===== src/rtl/reg_host_bridge.sv =====
// rtl/reg_host_bridge.sv - core req/gnt/rvalid port to single-cycle peripheral register strobes
module reg_host_bridge #(
  parameter int          AW        = 9,
  parameter int          DW        = 32,
  parameter logic [31:0] BASE_ADDR = 32'h4000_0000
) (
  input  logic            clk_i,
  input  logic            rst_ni,
  input  logic            data_req_i,
  input  logic            data_we_i,
  input  logic [3:0]      data_be_i,
  input  logic [31:0]     data_addr_i,
  input  logic [31:0]     data_wdata_i,
  output logic            data_gnt_o,
  output logic            data_rvalid_o,
  output logic [31:0]     data_rdata_o,
  output logic            data_err_o,
  output logic            reg_we,
  output logic            reg_re,
  output logic [AW-1:0]   reg_addr,
  output logic [DW-1:0]   reg_wdata,
  output logic [DW/8-1:0] reg_be,
  input  logic [DW-1:0]   reg_rdata,
  input  logic            reg_error
);

  typedef enum logic [1:0] {IDLE, ACCESS, RESP} state_t;

  state_t            state, state_nxt;
  logic              accept;
  logic              decode_err;
  logic [AW-1:2]     addr_q;
  logic              we_q;
  logic [DW/8-1:0]   be_q;
  logic [DW-1:0]     wdata_q;
  logic              derr_q;
  logic [DW-1:0]     rdata_q;
  logic              err_q;

  // ACCESS is the only busy cycle; RESP can take a new request back-to-back
  assign data_gnt_o = data_req_i & (state != ACCESS);
  assign accept     = data_req_i & data_gnt_o;

  // Upper bits must hit the window exactly so out-of-window addresses never alias
  assign decode_err = (data_addr_i[31:AW] != BASE_ADDR[31:AW])
                    | (data_addr_i[1:0] != 2'b00)
                    | (data_we_i & (data_be_i == 4'b0000));

  // Register-side address/data/be mirror the captured request at all times
  assign reg_addr  = {addr_q, 2'b00};
  assign reg_be    = be_q;
  assign reg_wdata = wdata_q;

  // State register
  always_ff @(posedge clk_i or negedge rst_ni) begin
    if (!rst_ni) state <= IDLE;
    else         state <= state_nxt;
  end

  // Next-state logic
  always_comb begin
    state_nxt = state;
    unique case (state)
      IDLE:    state_nxt = accept ? ACCESS : IDLE;
      ACCESS:  state_nxt = RESP;
      RESP:    state_nxt = accept ? ACCESS : IDLE;
      default: state_nxt = IDLE;
    endcase
  end

  // Output logic: strobes only in ACCESS, response only in RESP
  always_comb begin
    reg_we        = 1'b0;
    reg_re        = 1'b0;
    data_rvalid_o = 1'b0;
    data_rdata_o  = 32'h0;
    data_err_o    = 1'b0;
    if (state == ACCESS && !derr_q) begin
      reg_we = we_q;
      reg_re = ~we_q;
    end
    if (state == RESP) begin
      data_rvalid_o = 1'b1;
      data_rdata_o  = rdata_q;
      data_err_o    = err_q;
    end
  end

  // Request capture in the accept cycle, including the decode verdict
  always_ff @(posedge clk_i or negedge rst_ni) begin
    if (!rst_ni) begin
      addr_q  <= '0;
      we_q    <= 1'b0;
      be_q    <= '0;
      wdata_q <= '0;
      derr_q  <= 1'b0;
    end else if (accept) begin
      addr_q  <= data_addr_i[AW-1:2];
      we_q    <= data_we_i;
      be_q    <= data_be_i;
      wdata_q <= data_wdata_i;
      derr_q  <= decode_err;
    end
  end

  // Response capture at the end of ACCESS; writes and errored reads return zero data
  always_ff @(posedge clk_i or negedge rst_ni) begin
    if (!rst_ni) begin
      rdata_q <= '0;
      err_q   <= 1'b0;
    end else if (state == ACCESS) begin
      rdata_q <= (~we_q & ~derr_q & ~reg_error) ? reg_rdata : '0;
      err_q   <= derr_q | reg_error;
    end
  end

endmodule


===== config.mk =====
export PLATFORM = sky130hd
export DESIGN_NAME = reg_host_bridge
export DESIGN_NICKNAME = d
export VERILOG_FILES = /design/src/rtl/reg_host_bridge.sv
export SDC_FILE = /design/constraint.sdc
export NUM_CORES = 1
export LEC_CHECK = 0
export ABC_AREA = 1
export BUFFER_PORTS_ARGS = -buffer_cell sky130_fd_sc_hd__buf_2
export CAP_MARGIN = 20
export CORE_MARGIN = 3
export CORE_UTILIZATION = 25
export DETAILED_ROUTE_END_ITERATION = 10
export GPL_TIMING_DRIVEN = 0
export SYNTH_ARGS = -nofsm -noshare
export SYNTH_HDL_FRONTEND = slang
export SYNTH_SLANG_ARGS = --single-unit

===== constraint.sdc =====
create_clock -name clk_i -period 1.89 [get_ports clk_i]
set_input_delay 0 -clock clk_i [delete_from_list [all_inputs] [get_ports clk_i]]
set_output_delay 0 -clock clk_i [all_outputs]
set_load 0.02 [all_outputs]

* Word level (Yosys, flattened, before mapping) *
Cells that the tools add are included.

storage, ports and cells
  memories = 0
  input bits = 105
  memory bits (writable) = 0
  flip-flop bits (word level) = 80
  ROM bits = 0
  bits in latches = 0

cells by class
  multiplexer cells = 8
  shift-type cells = 0
  div/mod/pow operators = 0
  multipliers = 0
  add/subtract/negate cells = 0
  reductions and logical operators = 6
  eq/ne operators = 4
  $lt $le $gt $ge = 0
  bitwise gates (word level) = 11

operator list
  operator                                              number
  2-to-1 mux 32 bit                                     2
  != test 23 x 22 -> 1 bit (second input constant)      1
  bitwise AND 1 bit                                     5
  2-to-1 mux 1 bit                                      5
  logical NOT 4 bit                                     1
  case mux 2 bit (2 select lines)                       1
  NOT 1 bit                                             3
  OR 1 bit                                              3
  equality test 2 x 1 -> 1 bit (second input constant)  1
  equality test 2 bit (second input constant)           1
  logical NOT 2 bit                                     1
  != test 2 x 1 -> 1 bit (second input constant)        1
  nonzero test 2 bit                                    1
  OR reduction 2 bit                                    1
  logical AND 1 bit                                     1
  logical NOT 1 bit                                     1

* Longest topological paths before layout *
  depth in word-level cells = 5
  gate-level depth with buffers = 8

* Worst setup path after synthesis *
No wires, ideal clock.

  path type = reg-to-output
  start point = register state[0]
  end point = output data_rdata_o[0]
  setup slack = 0.528 ns
  cell stages (with the launch flop) = 5
  required time = 1.890 ns
  data arrival time = 1.362 ns
  cells stage by stage = dfrtp_1 -> nor2_1 -> inv_1 -> buf_2 -> nor2_1

between the ends
  cells in the longest elaborated chain, start to end = 2

RTL lines
  element                 RTL line  RTL
  start, declared         29        state_t state, state_nxt;
  start signal, assigned  57        else state <= state_nxt;
  equality test 2 bit     82        if (state == RESP) begin
  2-to-1 mux 32 bit       82
  end, declared           16        output logic [31:0] data_rdata_o,

No other way between the ends.

* Worst setup path after layout *
  start point = register state[0]
  end point = output data_rdata_o[5]

Same word-level chain as after synthesis.

==> impl_metrics.yaml <==
route:
  post_drt_wl_per_cell_um: 12.6
  drtIter0Drc: 125
  dr.pass1.iters: 4
  drc: 0
  vias: 3544
  drtAntennaViolNets: 0
  viasPerCell: 4.08
  wl_mm: 11.0
floorplanning:
  rows: 42
  core_um2: 13300
  initial_utilization: 0.258
  die_w_um: 123
  die_area_um2: 15200
  die_h_um: 123
  ioPinCount: 187
timing:
  fmax_ghz: 0.628
  drv_slew: 0
  fin_skew_ps: 5.65
  worst_pin_slew_ps: 537
  hold_viol_final: 0
  fin_ws_ps: 298
  rsz0062_at_grt: "no"
  min_period_ps: 1590
  setup_viol_count_final: 0
  finalSetupTns_ps: 0
  min_period_over_period: 0.843
  slew_headroom: 0.642
yosys:
  synthDistinctLibCells: 18
  synth_commonest_cells: "nand2_1 (138), dfrtp_1 (80), nor2_1 (54)"
  synth_edf_count: 0
  synth-seq-cells: 80
  synth_top_flop_cell: "dfrtp_1"
  synth_area_per_cell_um2: 8.37
  yosysWarnings: 0
  synth-seq-area-share: 0.582
  async_flop_share: 1.00
  synth_area_leaders: "dfrtp_1 (58%), nand2_1 (15%), nor2_1 (5.9%)"
  synth_top_cell_by_area: "dfrtp_1"
  yosysTopAreaCellShare: 0.582
  synthMostInstantiatedCell: "nand2_1"
  synthCells: 411
  netlist_area_um2: 3440
grt:
  grt_overflow: 0
  grt_max_degree: 42
  track_usage: 0.145
  grt_pass1_vias: 3460
  grt_pass1_wl_mm: 17.0
  grtUsageMet2: 0.245
  use_met1: 0.174
  grt_antenna_before_repair: 1
  top_usage_layer: "met2"
  grtUsageMet3: 0.0435
setup_path:
  cpPeakStageDelay_ps: 420
  crit_type: "reg2out"
  cp_top_family: "buffers and inverters"
  startpoint_type: "flip-flop"
  crit_chain: "nor2_1 -> inv_1 -> buf_2 -> nor2_1 -> buf_2"
  crit_required_ps: 1890
  arrival_ps: 1590
  crit_path_top_delay_cell: "dfrtp_1"
  cp_num_buf_inv: 3
  critical_path.max_fanout: 10
  cp-end-kind: "output pin"
clock_tree:
  cts_made_buffers: 9
  root_buffer: "clkbuf_16"
  cts_tree: "yes"
  clk_path_buf_depth: 2
  post-cts-setup-buffers: 0
  clk_pin_slew_ps: 60
  clk_latency_ps: 330
  htreeDepth: 3
  clock_sinks: 80
power:
  p_leak_nw: 3.04
  ir_drop_v: 0.000430
  power_density_nw_per_um2: 872
cells_and_area:
  synthToLayoutAreaGrowth_pct: 67.2
  finalInstanceArea_um2: 5760
  drive_gt1_frac: 0.330
  diodes: 0
  fin_nets: 793
place:
  globalplace.congestion: 0.710
  dp_hpwl_mm: 7.38
  place_area_um2: 4620
  place_ws_ps: 578
  io_buffer_count: 184
worst_hold_path:
  min_path_type: "in2reg"
run:
  drv_cap: 0
status:
  status: "finished, final reports clean"
## placed cells by master, fill, tap and decap left out
cell type      instances
buf_2                192
clkbuf_16              9
nor3b_1                1
nor3_4                 1
nand2_2                2
clkbuf_1               2
dlygate4sd3_1         80
buf_16                 1
nor2_1                54
o21ai_1               11
nor3_1                 1
dfrtp_1               80
inv_2                  2
buf_4                  7
buf_6                  7
or2_2                  1
clkbuf_8               6
inv_1                 37
o21ai_0               23
bufinv_16              1
nand3_1               35
conb_1                 2
nand2_1              138
## timing repair
action | CTS | global route
hold buffers | 80 | 0
gates resized for setup | 0 | 0
endpoints found under the hold margin | 116 | 0
## registers in the layout (all words and copies together), names as in the netlist
| signal | count |
|---|---|
| rdata_q | 32 |
| reg_wdata | 32 |
| addr_q | 7 |
| reg_be | 4 |
| state | 2 |
| derr_q | 1 |
| err_q | 1 |
| we_q | 1 |
## per-layer routing
| layer | routed length [um] | part of all wire |
|---|---|---|
| met1 | 4800 | 0.44 |
| met2 | 5180 | 0.47 |
| met3 | 798 | 0.073 |
| met4 | 188 | 0.017 |
| met5 | 8 | 0.00073 |
## metrics by stage
step,utilization,cells,power [mW],hold WS (ps)
final,0.431,869,5.02,84.1
after global routing,0.431,869,5.29,111
after CTS,0.431,869,5.08,73.4
after global placement,0.344,772,3.01,196
after floorplan,-,412,2.57,-296
after detailed placement,0.346,773,3.02,15.8
## worst register-to-register path, stage by stage, from the launching register on
cell and delay (ps):
dfrtp_1 420, nand2_2 150, inv_2 70, buf_6 140
nand3_1 80, dlygate4sd3_1 540, o21ai_0 70
## logic make-up (layout without fill, tap and decap cells)
family / Yosys count / in the layout / synth area share
AO/OA/AOI/OAI: 34 / 34 / 0.0494
buffers and inverters: 63 / 344 / 0.0938
flip-flops: 80 / 80 / 0.582
other: 1 / 2 / 0.00109
AND/OR/NAND/NOR: 233 / 233 / 0.274
## layout make-up
class | count | area, um^2
sequential | 80 | 2000
tap | 176 | 220
fill | 1310 | 7590
inverter | 39 | 146
buffer | 24 | 176
multi-input combinational | 269 | 1120
clock buffer | 15 | 308
clock inverter | 1 | 30.0
timing repair buffer | 265 | 1750
## power breakdown
part           internal, mW  total (mW)  switching, mW
logic                 0.452        1.12          0.670
registers              1.89        1.99          0.101
clock network          1.24        1.90          0.664
total                  3.58        5.02           1.43
## worst paths after layout
check | from | to | slack, ps | depth (start not counted)
worst max-delay path | state[0] | data_rdata_o[5] | 300 | 5
worst min-delay path | data_req_i | reg_wdata[16] | 80 | 5
worst max register to register | state[0] | rdata_q[0] | 310 | 6
worst min register to register | addr_q[4] | addr_q[4] | 470 | 2
max in group asynchronous | rst_ni | reg_wdata[3] | 1110 | 3
min in group asynchronous | rst_ni | rdata_q[6] | 190 | 2
No activity file was read; power rests on OpenSTA's default activity.
